<file path="config.mk">
export PLATFORM = sky130hd
export DESIGN_NAME = mem_req_rr_arbiter_flat
export DESIGN_NICKNAME = d
export VERILOG_FILES = /design/src/rtl/mem_req_rr_arbiter_if.sv /design/src/rtl/mem_req_rr_arbiter.sv /design/src/flat_wrapper.sv
export SDC_FILE = /design/constraint.sdc
export NUM_CORES = 1
export LEC_CHECK = 0
export ABC_CLOCK_PERIOD_IN_PS = 3100
export CAP_MARGIN = 25
export CELL_PAD_IN_SITES_DETAIL_PLACEMENT = 0
export CELL_PAD_IN_SITES_GLOBAL_PLACEMENT = 2
export CORE_MARGIN = 2
export CORE_UTILIZATION = 20
export DETAILED_ROUTE_END_ITERATION = 10
export MAX_ROUTING_LAYER = met4
export PLACE_DENSITY = 0.89
export SLEW_MARGIN = 20
export SYNTH_ARGS = -nofsm -noshare
export SYNTH_HDL_FRONTEND = slang
export SYNTH_SLANG_ARGS = --single-unit
</file>
<file path="constraint.sdc">
create_clock -name clk -period 3.1 [get_ports clk]
set_clock_uncertainty 0.05 [all_clocks]
set_input_delay 0.93 -clock clk [delete_from_list [all_inputs] [get_ports clk]]
set_output_delay 0.93 -clock clk [all_outputs]
set_load 0.01 [all_outputs]
</file>
<file path="src/rtl/mem_req_rr_arbiter_if.sv">
// ============================================================================
//  Module   : mem_req_rr_arbiter_if
//  Brief    : Requester-side and memory-side handshake bundle for the
//             round-robin memory request arbiter.
//  Revision : 1.0 - initial release
// ============================================================================
`default_nettype none

interface mem_req_rr_arbiter_if #(
    parameter int NREQ = 4,
    parameter int W    = 32,
    parameter int IDW  = 2
);
    logic [NREQ-1:0]   io_requestor_valid;
    logic [NREQ-1:0]   io_requestor_ready;
    logic [NREQ*W-1:0] io_requestor_bits;
    logic [NREQ-1:0]   io_requestor_last;
    logic              io_mem_valid;
    logic              io_mem_ready;
    logic [W-1:0]      io_mem_bits;
    logic [IDW-1:0]    io_mem_id;
    logic              io_mem_last;
    logic              io_busy;

    // Arbiter side: accepts requester beats and drives the shared memory port.
    modport master (
        input  io_requestor_valid,
        input  io_requestor_bits,
        input  io_requestor_last,
        input  io_mem_ready,
        output io_requestor_ready,
        output io_mem_valid,
        output io_mem_bits,
        output io_mem_id,
        output io_mem_last,
        output io_busy
    );

    // Environment side: requesters plus the memory that consumes beats.
    modport slave (
        output io_requestor_valid,
        output io_requestor_bits,
        output io_requestor_last,
        output io_mem_ready,
        input  io_requestor_ready,
        input  io_mem_valid,
        input  io_mem_bits,
        input  io_mem_id,
        input  io_mem_last,
        input  io_busy
    );
endinterface

`default_nettype wire

</file>
<file path="src/rtl/mem_req_rr_arbiter.sv">
// ============================================================================
//  Module   : mem_req_rr_arbiter
//  Brief    : Round-robin arbiter sharing one memory request port among NREQ
//             valid/ready requesters through a registered output stage.
//             Optional burst lock: define ARB_LOCK_EN to hold the grant from
//             the first beat of a burst until its last beat.
//  Revision : 1.0 - initial release
// ============================================================================
`default_nettype none

module mem_req_rr_arbiter #(
    parameter int NREQ = 4,
    parameter int W    = 32,
    parameter int IDW  = 2
) (
    input  wire logic            clk,
    input  wire logic            reset_n,
    mem_req_rr_arbiter_if.master bus
);

    // Wrapping add used for both the search order and the pointer update.
    function automatic logic [IDW-1:0] wrap_add(input logic [IDW-1:0] base,
                                                input int unsigned    off);
        int unsigned sum;
        sum = (32'(base) + off) % NREQ;
        return IDW'(sum);
    endfunction

    logic [IDW-1:0] r_ptr;
    logic           r_mem_valid;
    logic [W-1:0]   r_mem_bits;
    logic [IDW-1:0] r_mem_id;
    logic           r_mem_last;

    logic [IDW-1:0] w_rr_sel;
    logic           w_rr_found;
    logic [IDW-1:0] w_sel;
    logic           w_any_valid;
    logic           w_locked;
    logic           w_load_en;
    logic           w_xfer;
    logic           w_xfer_last;
    logic           w_ptr_adv;
    logic [NREQ-1:0] w_ready;

    // The output register can take a beat when it is empty or being drained.
    assign w_load_en = !r_mem_valid || bus.io_mem_ready;

    // First valid requester in the order ptr, ptr+1, ... (mod NREQ).
    always_comb begin
        w_rr_sel   = r_ptr;
        w_rr_found = 1'b0;
        for (int k = 0; k < NREQ; k++) begin
            if (!w_rr_found && bus.io_requestor_valid[wrap_add(r_ptr, k)]) begin
                w_rr_sel   = wrap_add(r_ptr, k);
                w_rr_found = 1'b1;
            end
        end
    end

`ifdef ARB_LOCK_EN
    typedef enum logic [0:0] {
        ST_IDLE   = 1'b0,
        ST_LOCKED = 1'b1
    } lock_state_t;

    lock_state_t    r_state;
    lock_state_t    w_state_nxt;
    logic [IDW-1:0] r_owner;
    logic [IDW-1:0] w_owner_nxt;

    assign w_locked = (r_state == ST_LOCKED);

    // While locked only the burst owner may be granted; others see no ready.
    assign w_sel       = w_locked ? r_owner : w_rr_sel;
    assign w_any_valid = w_locked ? bus.io_requestor_valid[r_owner] : w_rr_found;

    // Lock state register; reset drops any burst in progress.
    always_ff @(posedge clk or negedge reset_n) begin
        if (!reset_n) begin
            r_state <= ST_IDLE;
            r_owner <= '0;
        end else begin
            r_state <= w_state_nxt;
            r_owner <= w_owner_nxt;
        end
    end

    // Enter LOCKED on a non-final beat, leave on the owner's final beat.
    always_comb begin
        w_state_nxt = r_state;
        w_owner_nxt = r_owner;
        case (r_state)
            ST_IDLE: begin
                if (w_xfer && !w_xfer_last) begin
                    w_state_nxt = ST_LOCKED;
                    w_owner_nxt = w_sel;
                end
            end
            ST_LOCKED: begin
                if (w_xfer && w_xfer_last) begin
                    w_state_nxt = ST_IDLE;
                end
            end
            default: w_state_nxt = ST_IDLE;
        endcase
    end

    // Rotate priority only once a burst has completed.
    assign w_ptr_adv = w_xfer && w_xfer_last;
`else
    assign w_locked    = 1'b0;
    assign w_sel       = w_rr_sel;
    assign w_any_valid = w_rr_found;

    // Every beat is arbitrated on its own, so rotate after every transfer.
    assign w_ptr_adv = w_xfer;
`endif

    assign w_xfer      = w_load_en && w_any_valid;
    assign w_xfer_last = bus.io_requestor_last[w_sel];

    // One-hot ready toward the selected requester when a beat can be taken.
    always_comb begin
        w_ready = '0;
        if (w_load_en && w_any_valid) begin
            w_ready[w_sel] = 1'b1;
        end
    end

    // Round-robin pointer: next search starts just past the last winner.
    always_ff @(posedge clk or negedge reset_n) begin
        if (!reset_n) begin
            r_ptr <= '0;
        end else if (w_ptr_adv) begin
            r_ptr <= wrap_add(w_sel, 1);
        end
    end

    // Output stage: load on transfer, drain when accepted with nothing new.
    always_ff @(posedge clk or negedge reset_n) begin
        if (!reset_n) begin
            r_mem_valid <= 1'b0;
            r_mem_bits  <= '0;
            r_mem_id    <= '0;
            r_mem_last  <= 1'b0;
        end else if (w_load_en) begin
            r_mem_valid <= w_xfer;
            if (w_xfer) begin
                r_mem_bits <= bus.io_requestor_bits[32'(w_sel)*W +: W];
                r_mem_id   <= w_sel;
                r_mem_last <= w_xfer_last;
            end
        end
    end

    assign bus.io_requestor_ready = w_ready;
    assign bus.io_mem_valid       = r_mem_valid;
    assign bus.io_mem_bits        = r_mem_bits;
    assign bus.io_mem_id          = r_mem_id;
    assign bus.io_mem_last        = r_mem_last;
    assign bus.io_busy            = r_mem_valid | w_locked;

endmodule

`default_nettype wire
</file>
<file path="src/flat_wrapper.sv">
// flat-port wrapper written by rule: the top's interface ports become plain ports
module mem_req_rr_arbiter_flat 
#(
    parameter int NREQ = 4,
    parameter int W    = 32,
    parameter int IDW  = 2
)
  (clk, reset_n, bus_io_requestor_valid, bus_io_requestor_bits, bus_io_requestor_last, bus_io_mem_ready, bus_io_requestor_ready, bus_io_mem_valid, bus_io_mem_bits, bus_io_mem_id, bus_io_mem_last, bus_io_busy);
  mem_req_rr_arbiter_if #(.NREQ(NREQ), .W(W), .IDW(IDW)) bus_i ();
  input  wire logic clk;
  input  wire logic reset_n;
  input wire logic [$bits(bus_i.io_requestor_valid)-1:0] bus_io_requestor_valid;
  input wire logic [$bits(bus_i.io_requestor_bits)-1:0] bus_io_requestor_bits;
  input wire logic [$bits(bus_i.io_requestor_last)-1:0] bus_io_requestor_last;
  input wire logic [$bits(bus_i.io_mem_ready)-1:0] bus_io_mem_ready;
  output wire logic [$bits(bus_i.io_requestor_ready)-1:0] bus_io_requestor_ready;
  output wire logic [$bits(bus_i.io_mem_valid)-1:0] bus_io_mem_valid;
  output wire logic [$bits(bus_i.io_mem_bits)-1:0] bus_io_mem_bits;
  output wire logic [$bits(bus_i.io_mem_id)-1:0] bus_io_mem_id;
  output wire logic [$bits(bus_i.io_mem_last)-1:0] bus_io_mem_last;
  output wire logic [$bits(bus_i.io_busy)-1:0] bus_io_busy;
  assign bus_i.io_requestor_valid = bus_io_requestor_valid;
  assign bus_i.io_requestor_bits = bus_io_requestor_bits;
  assign bus_i.io_requestor_last = bus_io_requestor_last;
  assign bus_i.io_mem_ready = bus_io_mem_ready;
  assign bus_io_requestor_ready = bus_i.io_requestor_ready;
  assign bus_io_mem_valid = bus_i.io_mem_valid;
  assign bus_io_mem_bits = bus_i.io_mem_bits;
  assign bus_io_mem_id = bus_i.io_mem_id;
  assign bus_io_mem_last = bus_i.io_mem_last;
  assign bus_io_busy = bus_i.io_busy;
  mem_req_rr_arbiter #(.NREQ(NREQ), .W(W), .IDW(IDW)) u_core (.clk(clk), .reset_n(reset_n), .bus(bus_i));
endmodule
</file>
==> summary by stage, run 1 <==
Place
The standard cell area after detailed placement is 4520 sq um. The worst setup timing slack at the placement stage is -770 ps. During placement, the flow inserted port buffers numbering 179. The detailed placer's ending HPWL is 6510 um. The number of instances in the placed design is 567. The final RePlAce weighted congestion is 0.731.

Setup path
The worst register-to-register path ends at u_core.bus.io_mem_bits[21]$_DFFE_PN0P_. The largest single stage delay on the critical path is 260 ps. The capturing element of the worst setup path is bus_io_requestor_ready[3]. The register-to-register setup slack is 660 ps.

The required time of the worst setup path is 2120 ps. The type of the setup path with the least slack is in -> out. The cell family contributing the most delay on the critical path is buffers and inverters.

The total number of cells along the worst setup path is 7. The critical path starts at bus_io_requestor_valid[1]. Along the worst path, the maximum fanout reaches 6. The kind of capture point of the worst setup path is a primary output. The critical path goes through dlygate4sd2_1 > buf_6 > nor2_1 > a21oi_2 > a2bb2oi_4 > nor2b_1 > buf_2. The count of buffer and inverter cells on the critical path is 3. At the worst endpoint, the arrival time is 2090 ps.

The cell with the largest stage delay on the worst path is dlygate4sd2_1. The worst setup path is launched from an input port. The number of cells on the worst reg-to-reg path is 7. The startpoint identified for the worst register-to-register timing path is u_core.r_ptr[1]$_DFFE_PN0P_.

Pwr
The power share of the sequential group is 0.276. Summed over all cells, the static leakage comes to 1.94 nW. The switching fraction of total power is 0.352. For this design the ratio of total power to cell area is 630 nW/um^2. The share of total power dissipated in the clock network is 0.172. The total power of the final layout is 2.99 mW.

The analysis attributes to net switching a power of 1.05 mW. The internal power of the cells totals 1.94 mW. The combinational fraction of design power is 0.552. The worst IR drop on VDD is 0.294 mV.

Floorplanning
The initial utilization of the core area, before any placement, comes to 0.203. 180 I/O pins were placed. The chip height is 117 um. The number of rows in the core area is 41. The floorplan step set the die width to 117 um. The area enclosed by the die boundary is 13,600 sq um. The area of the core is 12,500 sq um.

Clocking
Clock-pin slew was measured on the worst setup and hold paths at 60 ps. Counting along the longest clock path gives a buffer depth of 2. TritonCTS built the clock tree. The sink count of the clock tree is 38. Clock latency on the worst-skew pair, taken at its later pin, is 280 ps. Buffers inserted during clock tree synthesis total 5.

The maximum level of the CTS H-tree is 2. The count of hold-fix buffers inserted at cts is 0. The master cell of the clock root buffer is clkbuf_16.

Route
Dividing the detail-routed via count by the number of cells gives 4.31. The total vias in the final route is 2,489. The number of design-rule violations left by the first detailed-router iteration is 76. The detailed-routing iteration count for the pre-antenna-repair pass is 4.

The detail-routed net length per standard cell is 14.8 um. The number of design rule violations left after detail routing is 0. The sum of routed wire length over all layers is 8530 um.

Once detail routing completed, the nets flagged for antenna violations numbered 0.

Logic synthesis
The count of state elements after synthesis is 38. When the netlist entered floorplanning its net count stood at 363. The cell count after synthesis came out at 224.

The number of different library cells in the post-synthesis netlist is 25. The summed instance area of the synthesized netlist is 2540 sq um. After synthesis, the mean cell area works out to 11.4 sq um. The sequential fraction of the synthesis area is 0.374. The warning count from the yosys run is 0.

Timing
After layout, the minimum clock period comes to 3070 ps. Adding up every negative setup slack in the final design gives 0 ps. In the finished design, the share of the clock period the worst path needs comes to 0.992.

Measured against its own limit, the worst slew margin works out to 0.405. Setup violations remaining at the end of the flow were counted as 0. Across all hold checks on the routed design, the worst slack comes to 434 ps. The final-report max-slew violation count is 0. At the pin with the least slew margin, the transition time is 893 ps. Across all setup checks in the final design, the least slack found is 25.8 ps. Setup repair after global routing left no endpoint under its margin. The final number of hold-violating endpoints is 0. Timing would allow up to 0.325 GHz.

Global routing
Summed over all layers, the global routing overflow is 0. The global routing usage summed across all routing layers is 0.123. The initial antenna violation count came to 0.

The first-pass GRT wire length is 12,800 um. Entering global routing, the biggest net connects 63 pins. The via count of the first global-routing pass is 2,646.

Finish
The library cell used most frequently in the layout, excluding fill and tap cells, is clkdlybuf4s50_1. At the end of the flow the core is filled with cells to 0.379. The count of nets after finishing is 544.

The area added between synthesis and finish is 86.6%. The count of cells in the finished layout, fillers not included, comes to 578. The top cell types in the final layout, fill and taps aside, are clkdlybuf4s50_1 (169), mux2i_1 (66), nand2_1 (38), dfrtp_1 (38), o221ai_2 (27).

The number of antenna diodes in the final layout is 0. Once layout is done, the placed cells without fillers occupy 4740 sq um. Of the cells placed in the final design, the portion with a size suffix greater than 1 is 0.185.

Outcome
The flow ran to the end, and the final reports show no timing, DRC or antenna violations.

Flow run
The count of max-cap constraint violations is 0.

Min path
The tightest min-delay check is of the reg -> reg type.
==> area by class of cell <==
class / instances / area [sq um]
Fill cell: 1281 / 7770
Clock buffer: 7 / 143
Multi-Input combinational cell: 164 / 1540
Inverter: 1 / 3.75
Sequential cell: 38 / 951
Tap cell: 172 / 215
Clock inverter: 1 / 5.00
Timing Repair Buffer: 195 / 1880
==> state kept, by name, indices dropped and copies added, names as in the netlist <==
register / flops
u_core.bus.io_busy: 1
u_core.r_ptr: 2
u_core.bus.io_mem_last: 1
u_core.bus.io_mem_id: 2
u_core.bus.io_mem_bits: 32
==> timing repair <==
item	in CTS	in global routing
setup buffers	2	1
resized for setup	35	16
endpoints found under the setup margin	34	4
pin swaps	5	10
==> kinds of logic (layout without fill, tap and decap cells) <==
kind of cell              Yosys count  in the layout  synth area share
AOI/OAI and AO/OA                  43             43             0.208
xor gates and xnor gates            1              1           0.00345
buffers and inverters              22            204            0.0625
DFF                                38             38             0.374
muxes                              67             67             0.264
and+or+nand+nor                    53             53            0.0876
==> worst min path at each step <==
| stage | slack, ps | end | from | cells past startpoint |
|---|---|---|---|---|
| 6_report | 430 | u_core.bus.io_mem_bits[20]$_DFFE_PN0P_ | u_core.bus.io_mem_bits[20]$_DFFE_PN0P_ | 2 |
| 5_1_grt | 470 | u_core.bus.io_mem_bits[18]$_DFFE_PN0P_ | u_core.bus.io_mem_bits[18]$_DFFE_PN0P_ | 2 |
| 4_1_cts | 430 | u_core.bus.io_mem_id[0]$_DFFE_PN0P_ | u_core.bus.io_mem_id[0]$_DFFE_PN0P_ | 2 |
| 3_5_place_dp | 420 | u_core.bus.io_mem_id[0]$_DFFE_PN0P_ | u_core.bus.io_mem_id[0]$_DFFE_PN0P_ | 2 |
| 3_3_place_gp | 410 | u_core.bus.io_mem_id[0]$_DFFE_PN0P_ | u_core.bus.io_mem_id[0]$_DFFE_PN0P_ | 2 |
| 2_1_floorplan | 460 | u_core.bus.io_mem_id[0]$_DFFE_PN0P_ | u_core.bus.io_mem_id[0]$_DFFE_PN0P_ | 2 |
==> power groups by stage <==
stage,Sequential [mW],Combinational [mW],Clock (mW)
floorplan,0.892,0.830,0
global placement,0.806,1.63,0
detailed placement,0.814,1.65,0
CTS,0.814,1.66,0.546
global route,0.851,1.79,0.557
finish,0.824,1.65,0.514
==> cells in the mapped netlist <==
master | n | area [sq um]
nor4_1 | 1 | 6.26
or2_1 | 1 | 6.26
nand2b_1 | 2 | 12.5
nor3b_1 | 1 | 7.51
o221ai_1 | 6 | 52.6
o211ai_1 | 1 | 7.51
nand2_1 | 39 | 146
mux2i_1 | 66 | 661
o41ai_2 | 1 | 16.3
a2bb2oi_1 | 1 | 8.76
xor2_1 | 1 | 8.76
buf_4 | 6 | 45.0
a21oi_1 | 3 | 15.0
mux2_2 | 1 | 11.3
o22ai_1 | 1 | 6.26
o221ai_2 | 27 | 405
buf_2 | 7 | 35.0
clkbuf_1 | 2 | 7.51
nor2_1 | 5 | 18.8
dfrtp_1 | 38 | 951
buf_6 | 6 | 67.6
inv_2 | 1 | 3.75
o21ai_1 | 2 | 10.0
nor2b_1 | 4 | 25.0
a21boi_1 | 1 | 7.51
==> per-layer routing <==
metal  routed length, um  global-route usage
met5                   0                   -
met4                  94              0.0290
met1                3490               0.139
met3                 680              0.0265
met2                4270               0.220
==> worst register-to-register path, stage by stage (launching register included) <==
cell	delay [ps]
dfrtp_1	530
nor3b_4	260
a21oi_2	70
a2bb2oi_4	210
buf_4	150
buf_6	540
mux2i_1	380
o221ai_2	130
Power figures use the tool's default switching activity.
==> inputs of run 2 (changes only) <==
- CTS_BUF_LIST: default -> sky130_fd_sc_hd__clkbuf_8
- HOLD_SLACK_MARGIN: default -> 0.05
- PLACE_DENSITY: 0.89 -> default
- PLACE_DENSITY_LB_ADDON: default -> 0.2
==> summary by stage, run 2 (same netlist as run 1, synthesis figures left out) <==
Route
The detailed-routing iteration count for the pre-antenna-repair pass is 4 (unchanged). The detail-routed net length per standard cell is 15.4 um (+4.5%). The total vias in the final route came to 2,517 (+1.1%). The antenna violation net count after detailed routing is 0 (unchanged). The sum of routed wire length over all layers is 8870 um (+3.9%). The mean number of vias per cell was 4.38 (+1.7%). The number of design rule violations left after detail routing is 0 (unchanged).

The number of design-rule violations left by the first detailed-router iteration is 59 (-22%).

Global routing
The first-pass GRT wire length is 13,200 um (+3.0%). The global-route track usage on met3 is 0.0234 (-0.00311). In this run the most used layer during global routing was met2.

The global-route track usage on met2 is 0.232 (+0.0123). The overflow left after global routing is 0 (unchanged). The pin count of the biggest net entering global routing is 44 (-30%). The initial antenna violation count was 0 (unchanged). The global routing usage summed across all routing layers is 0.129 (+0.00636). The global routing met1 resource utilization came to 0.147 (+0.00812). The via count of the first global-routing pass is 2,597 (-1.9%).

Pwr
The leakage power is 1.89 nW (-2.6%). The worst IR drop on VDD came to 0.273 mV (-7.1%). The total power of the final layout is 2.79 mW (-6.6%). The power density relative to cell area is 604 nW/um^2 (-4.1%).

Timing
The final number of hold-violating endpoints is 0 (unchanged). The final-report max-slew violation count is 0 (unchanged). The final-report setup violation count is 0 (unchanged). The headroom to the max-slew limit is 0.510 (+0.105). The highest clock rate is 0.337 GHz (+3.5%). The final clock period utilization by the worst path is 0.958 (-0.0335). The pin slew with the least headroom to its limit is 735 ps (-157 ps). The worst setup slack after layout is 130 ps (+104 ps). The final worst hold slack came to 429 ps (-4.31 ps).

The final period demand of the worst path is 2970 ps (-104 ps). Setup repair after global routing left no endpoint under its margin. The final sum of negative setup slack came to 0 ps (unchanged).

Clocking
The CTS clock-pin slew for the worst setup and hold paths is 70 ps (about the same). The largest buffer count on any clock path is 2 (unchanged). The sink count of the clock tree came to 38 (unchanged).

The master cell of the clock root buffer is clkbuf_8. The total clock buffers created by CTS was 5 (unchanged). The later-pin clock latency in the skew report came to 280 ps (about the same). The TritonCTS clock tree is built. The count of hold-fix buffers inserted at cts is 0 (unchanged). The maximum level of the CTS H-tree is 2 (unchanged).

Floorplanning
The horizontal die dimension came to 117 um (unchanged). The area of the core is 12,500 sq um (unchanged). The initial core utilization is 0.203 (unchanged).

The chip height was 117 um (unchanged). The area enclosed by the die boundary is 13,600 sq um (unchanged). The I/O pin total is 180 (unchanged). The number of rows in the core area was 41 (unchanged).

Place
The number of instances in the placed design is 566 (-0.18%). The standard cell area after detailed placement is 4510 sq um (-0.17%). The detailed placer's ending HPWL is 6500 um (-0.15%). The count of input and output buffers is 179 (unchanged).

The final RePlAce weighted congestion is 0.766 (+4.9%). The worst setup timing slack at the placement stage is -684 ps (+86.5 ps).

Finish
The top cell types in the final layout, fill and taps aside, are clkdlybuf4s50_1 (169), mux2i_1 (66), nand2_1 (39). The most common library cell in the layout ignoring fill and taps is clkdlybuf4s50_1. The number of flip-flops under the largest register name is 32 (unchanged).

The antenna diode instance count was 0 (unchanged). The count of nets after finishing is 543 (-0.18%). The share of the core filled with cells in the final layout was 0.369 (-0.00990). Relative to the synthesized area, the layout overhead comes to 81.7%. The ratio of cells with drive above 1 in the final layout is 0.169 (-0.0160). The count of placed standard cells in the final layout, fillers left out is 575 (-0.52%).

The post-route standard cell area excluding fillers is 4620 sq um (-2.6%).

Setup path
The startpoint class of the critical path is an input port. The cell that appears most often on the critical path is buf_2. The required time of the worst setup path is 2120 ps (about the same). For this design, the slowest cell found on the critical path is o41ai_4.

The critical path is of the in -> out type. The worst stage delay on the critical path came to 350 ps (+90 ps). STA classifies the critical path endpoint as a primary output.

Walking the worst path, the cells encountered are buf_2 > buf_6 > o41ai_4 > buf_4 > or2_4 > nor2b_1 > buf_2. The highest fanout seen on the critical path is 5 (-1). The arrival time of the worst setup path is 1990 ps (-100 ps). The register-to-register setup slack came to 770 ps (+110 ps).

Min path
The classification of the worst-slack hold path is reg -> reg.

Flow run
The count of max-cap constraint violations is 0 (unchanged).

Outcome
The flow ran to the end, and the final reports show no timing, DRC or antenna violations.
==> run 2: power breakdown <==
part	switching (mW)	total [mW]	leakage, nW	internal, mW
Combinational	0.727	1.63	1.39	0.908
Clock	0.173	0.345	0.0431	0.172
Sequential	0.125	0.814	0.461	0.689
Total	1.02	2.79	1.89	1.77
==> run 2: worst paths after layout <==
check | from | to | cells past startpoint
worst max-delay path | bus_io_requestor_valid[1] | bus_io_requestor_ready[3] | 7
worst min-delay path | u_core.bus.io_mem_id[0]$_DFFE_PN0P_ | u_core.bus.io_mem_id[0]$_DFFE_PN0P_ | 2
worst max register to register | u_core.r_ptr[1]$_DFFE_PN0P_ | u_core.bus.io_mem_bits[22]$_DFFE_PN0P_ | 6
worst min register to register | u_core.bus.io_mem_id[0]$_DFFE_PN0P_ | u_core.bus.io_mem_id[0]$_DFFE_PN0P_ | 2
max in group asynchronous | reset_n | u_core.bus.io_mem_bits[16]$_DFFE_PN0P_ | 2
min in group asynchronous | reset_n | u_core.bus.io_mem_bits[3]$_DFFE_PN0P_ | 2
==> run 2: final cells by class <==
cell class,instances,area [sq um]
Clock buffer,6,82.6
Fill cell,1310,7900
Inverter,1,3.75
Multi-Input combinational cell,164,1500
Sequential cell,38,951
Tap cell,172,215
Timing Repair Buffer,194,1870
==> run 2: critical path, delay by kind of cell <==
family                 cells  cell delay [ps]
buffers and inverters      4              550
AOI/OAI and AO/OA          1              350
and+or+nand+nor            2              160
==> run 2: timing repair <==
action | CTS | global route
buffers inserted | 3 | 1
setup endpoints to repair | 16 | 3
pin swaps | 6 | 3
gates resized for setup | 36 | 5
==> run 2: layer usage <==
| layer | vias up | share of wire |
|---|---|---|
| met5 | - | 0 |
| met4 | 0 | 0.0089 |
| met3 | 5 | 0.062 |
| met2 | 96 | 0.51 |
| met1 | 1217 | 0.42 |
| li1 | 1199 | - |
==> inputs of run 3 (changes only) <==
- GPL_ROUTABILITY_DRIVEN: default -> 0
==> results of run 3 <==
Final layout, timing and power as in run 2 (identical DEF).
==> RTL change 1: new RTL, config.mk and constraints of run 1 <==
`W` is set to 32 in 3 places; all go to 36.
--- a/src/rtl/mem_req_rr_arbiter_if.sv
+++ b/src/rtl/mem_req_rr_arbiter_if.sv
@@ -8,7 +8,7 @@
 
 interface mem_req_rr_arbiter_if #(
     parameter int NREQ = 4,
-    parameter int W    = 32,
+    parameter int W    = 36,
     parameter int IDW  = 2
 );
     logic [NREQ-1:0]   io_requestor_valid;
--- a/src/rtl/mem_req_rr_arbiter.sv
+++ b/src/rtl/mem_req_rr_arbiter.sv
@@ -10,7 +10,7 @@
 
 module mem_req_rr_arbiter #(
     parameter int NREQ = 4,
-    parameter int W    = 32,
+    parameter int W    = 36,
     parameter int IDW  = 2
 ) (
     input  wire logic            clk,
--- a/src/flat_wrapper.sv
+++ b/src/flat_wrapper.sv
@@ -2,7 +2,7 @@
 module mem_req_rr_arbiter_flat 
 #(
     parameter int NREQ = 4,
-    parameter int W    = 32,
+    parameter int W    = 36,
     parameter int IDW  = 2
 )
   (clk, reset_n, bus_io_requestor_valid, bus_io_requestor_bits, bus_io_requestor_last, bus_io_mem_ready, bus_io_requestor_ready, bus_io_mem_valid, bus_io_mem_bits, bus_io_mem_id, bus_io_mem_last, bus_io_busy);
Interface: changed (resized bus_io_mem_bits and bus_io_requestor_bits); port bits go from 180 to 200. No check against the original RTL was run, so the function may have changed too.
==> RTL change 1 against run 1 <==
The flow now finishes with violations (negative setup slack); wire length rose by 48%; synthesized area grew 18%; final area grew 15%; count of clock-buffer cells in the layout stayed put; sequential cell count is 4 higher; setup slack lost 0.034 ns; power grew 13%; critical path type unchanged; critical endpoint is now bus_io_requestor_ready[1].
==> RTL change 1: results (changes against run 1) <==
* Wire length on met2 at 6400 um (+50%)
* Number of distinct library cell variants in the gate-level netlist after synthesis at 26 (+4.0%)
* Max FFs per register at 36 (+13%)
* Routability congestion estimate from global placement at 0.793 (+8.6%)
* Min setup slack post-route at -0.00780 ns (-0.0336 ns)
* Timing endpoint of the critical path: bus_io_requestor_ready[1]
* Hold Path Origin: u_core.bus.io_mem_id[1]$_DFFE_PN0P_
* Met3 Wirelength at 748 um (+10%)
* Met3 usage in global routing at 2.87% (+0.22 points)
* Start point of the critical path: bus_io_requestor_valid[2]
* Number of buffers added on ports at 199 (+11%)
* Maximum fanout encountered on the critical timing path at 4 (-2)
* End of the worst hold path: u_core.bus.io_mem_id[1]$_DFFE_PN0P_
* Sequential element share of the synthesized area at 35.0% (-2.4 points)
* Maximum number of pins on one net before global-route repair at 44 (-30%)
* Post-detailed-placement cell area at 0.00524 mm2 (+16%)
* Number of violations reported at the end of detailed-routing iteration 0 at 108 (+42%)
* Fill cell instance count of the final layout at 1443 (+13%)
* Net count reported at finish at 688 (+26%)
* Number of global-route vias before repair at 3646 (+38%)
* Outcome: finished, violations left
* Violations in the final reports: negative setup slack
* Crit path arrival time at 2.13 ns (+0.04 ns)
* Leak Pwr at 2.14 nW (+10%)
* Post-Syn Instances at 340 (+52%)
* Estimated wirelength of the detail-placed design at 8800 um (+35%)
* Final-report setup violation count at 1 (+1)
* IR Drop Worst-Case VDD at 0.379 mV (+29%)
* Number of placed instances, taps included at 705 (+24%)
* Max-slew headroom at the worst pin at 57.3% (+17 points)
* Total global routing track utilization at 15.9% (+3.7 points)
* Count of instances resized after the clock tree is built at 48 (+37%)
* Final core utilization at 37.4% (-0.54 points)
* Detailed-route wire length on metal 1 at 5230 um (+50%)
[RTL change 1: layout make-up]
class                      count  area share, %
clock buffer                   7           2.43
timing repair buffer         225           39.8
multi-input combinational    255           34.0
tap                          184           4.22
inverter                       4          0.275
sequential                    42           19.3
[RTL change 1: cell families (layout without fill, tap and decap cells)]
family	count (synthesis)	count (layout)	share of synthesized area, %
AOI/OAI and AO/OA	122	122	32.3
DFF	42	42	35.0
xor gates and xnor gates	1	1	0.292
and+or+nand+nor	95	95	12.9
buffers and inverters	43	236	7.21
muxes	37	37	12.3
[RTL change 1: where the power goes]
part           switching (mW)  internal (mW)
Clock                   0.209          0.295
Combinational           0.955          0.994
Sequential              0.144          0.784
[RTL change 1: critical path, cell delays in order]
cell	delay (ns)
buf_8	0.11
nor2b_4	0.12
o21a_2	0.21
a211o_4	0.30
nor4_4	0.28
buf_2	0.17
==> RTL change 2: new RTL, config.mk and constraints of run 1 <==
Without the edit above. Add a define of `ARB_LOCK_EN`.
--- a/src/rtl/mem_req_rr_arbiter.sv
+++ b/src/rtl/mem_req_rr_arbiter.sv
@@ -7,6 +7,8 @@
 //  Revision : 1.0 - initial release
 // ============================================================================
 `default_nettype none
+
+`define ARB_LOCK_EN
 
 module mem_req_rr_arbiter #(
     parameter int NREQ = 4,
Check against the original RTL: not equivalent (Yosys sat finds a counterexample within 4 cycles, from zero or initial values and one cycle with reset_n low).
==> RTL change 2 against run 1 <==
The run now ends with negative setup slack left; synthesized area rose by 1.4%; die area increased by 1.3%; wire length increased by 5.0%; critical endpoint is now bus_io_requestor_ready[1]; highest routed layer unchanged; sequential cell count rose by 3; critical path depth increased by 3; power increased by 50%; first-iteration DRC count increased by 12%; final cell count rose by 5.5%; setup slack worse by 0.11 ns; final area up 5.5%; synthesized cell count is 13% higher; non-clock buffer count is 3 higher; sequential power up 19%; sequential share of layout area up 0.45 points.
==> RTL change 2: results (changes against run 1) <==
* Routability congestion estimate from global placement at 0.832 (+14%)
* Share of final-layout standard cells stronger than drive strength 1 at 14.4% (-4.1 points)
* Start point of the critical path: bus_io_requestor_valid[0]
* R2r setup slk at 0.58 ns (-0.08 ns)
* Worst-case hold slack at 0.432 ns (-0.00141 ns)
* Met3 Wirelength at 467 um (-31%)
* Syn Area/Cell at 10.2 um2 (-10%)
* Detailed-route wire length on metal 1 at 3620 um (+3.7%)
* IR Drop Worst-Case VDD at 0.391 mV (+33%)
* Number of violations reported at the end of detailed-routing iteration 0 at 85 (+12%)
* Number of placed instances, taps included at 596 (+5.1%)
* Max-slew headroom at the worst pin at 56.0% (+15 points)
* Violations in the final reports: negative setup slack
* Maximum single-stage delay on the critical path at 0.41 ns (+0.15 ns)
* Top cell types by occurrence after synthesis: mux2i_1, dfrtp_1, nand2_1
* Outcome: finished, violations left
* Reg-to-reg startpoint: u_core.r_owner[0]$_DFFE_PN0P_
* Top cell family by delay on the critical path: compound AO/OA/AOI/OAI gates
* Final-report setup violation count at 4 (+4)
* Total global routing track utilization at 13.0% (+0.75 points)
* Timing endpoint of the critical path: bus_io_requestor_ready[1]
* Worst reg2reg endpoint: u_core.bus.io_mem_bits[27]$_DFFE_PN0P_
* Post-detailed-placement cell area at 0.00468 mm2 (+3.5%)
* Wire per inst at 14.7 um (-0.54%)
* Min setup slack post-route at -0.0796 ns (-0.105 ns)
* Number of distinct library cell variants in the gate-level netlist after synthesis at 32 (+28%)
==> RTL change 2: cell types whose count changed after synthesis, sizes merged, moves of 2 or more <==
cell | run 1 | this run
buf | 19 | 12
clkbuf | 2 | 9
dfrtp | 38 | 41
ha | 0 | 4
inv | 1 | 9
mux2 | 1 | 3
nor2 | 5 | 10
nor2b | 4 | 2
or3 | 0 | 3
==> RTL change 2: worst min-delay path by stage <==
stage / from / endpoint / depth (start not counted)
2_1_floorplan: u_core.bus.io_mem_id[1]$_DFFE_PN0P_ / u_core.bus.io_mem_id[1]$_DFFE_PN0P_ / 2
3_3_place_gp: u_core.bus.io_mem_id[1]$_DFFE_PN0P_ / u_core.bus.io_mem_id[1]$_DFFE_PN0P_ / 2
3_5_place_dp: u_core.bus.io_mem_bits[4]$_DFFE_PN0P_ / u_core.bus.io_mem_bits[4]$_DFFE_PN0P_ / 2
4_1_cts: u_core.bus.io_mem_bits[4]$_DFFE_PN0P_ / u_core.bus.io_mem_bits[4]$_DFFE_PN0P_ / 2
5_1_grt: u_core.bus.io_mem_bits[4]$_DFFE_PN0P_ / u_core.bus.io_mem_bits[4]$_DFFE_PN0P_ / 2
6_report: u_core.bus.io_mem_bits[20]$_DFFE_PN0P_ / u_core.bus.io_mem_bits[20]$_DFFE_PN0P_ / 2
==> RTL change 2: layout make-up <==
type | instances | area (um2)
clock inverters | 1 | 30.0
multi-input cells | 182 | 1570
well taps | 172 | 215
clock buffers | 7 | 143
inverters | 9 | 38.8
fillers | 1271 | 7610
repair buffers | 198 | 1980
flip-flops and latches | 41 | 1030
==> RTL change 2: logic make-up after synthesis <==
family,count (synthesis),synth area share (%)
buf+inv,30,4.76
flops,41,39.8
compound gates,47,15.3
simple gates,60,9.95
mux,71,28.2
fa+ha+maj,4,1.94
==> RTL change 2: metal layers <==
layer | up-vias | track usage (%)
li1 | 1302 | -
met1 | 1271 | 14.5
met2 | 87 | 23.5
met3 | 9 | 2.91
met4 | 0 | 3.39
met5 | - | -
==> RTL change 2: where the power goes <==
group	switching (mW)	internal [mW]	total [mW]
sequential	0.170	0.813	0.983
clock	0.204	0.402	0.606
combinational	1.38	1.50	2.88
total	1.76	2.71	4.47
==> RTL change 2: worst reg2reg max path, cell delays in order, from the launching register on <==
cell,delay [ns]
dfrtp_1,0.39
mux4_2,0.54
nor2_4,0.12
or3_4,0.18
buf_6,0.30
nand2b_1,0.23
buf_4,0.39
o221ai_1,0.18
==> RTL change 2: what timing repair did <==
action,4_1_cts,5_1_grt
setup endpoints to repair,43,39
hold buffers,0,0
buffers inserted,4,1
pin swaps,11,6
gates cloned,0,0
resized for setup,59,8
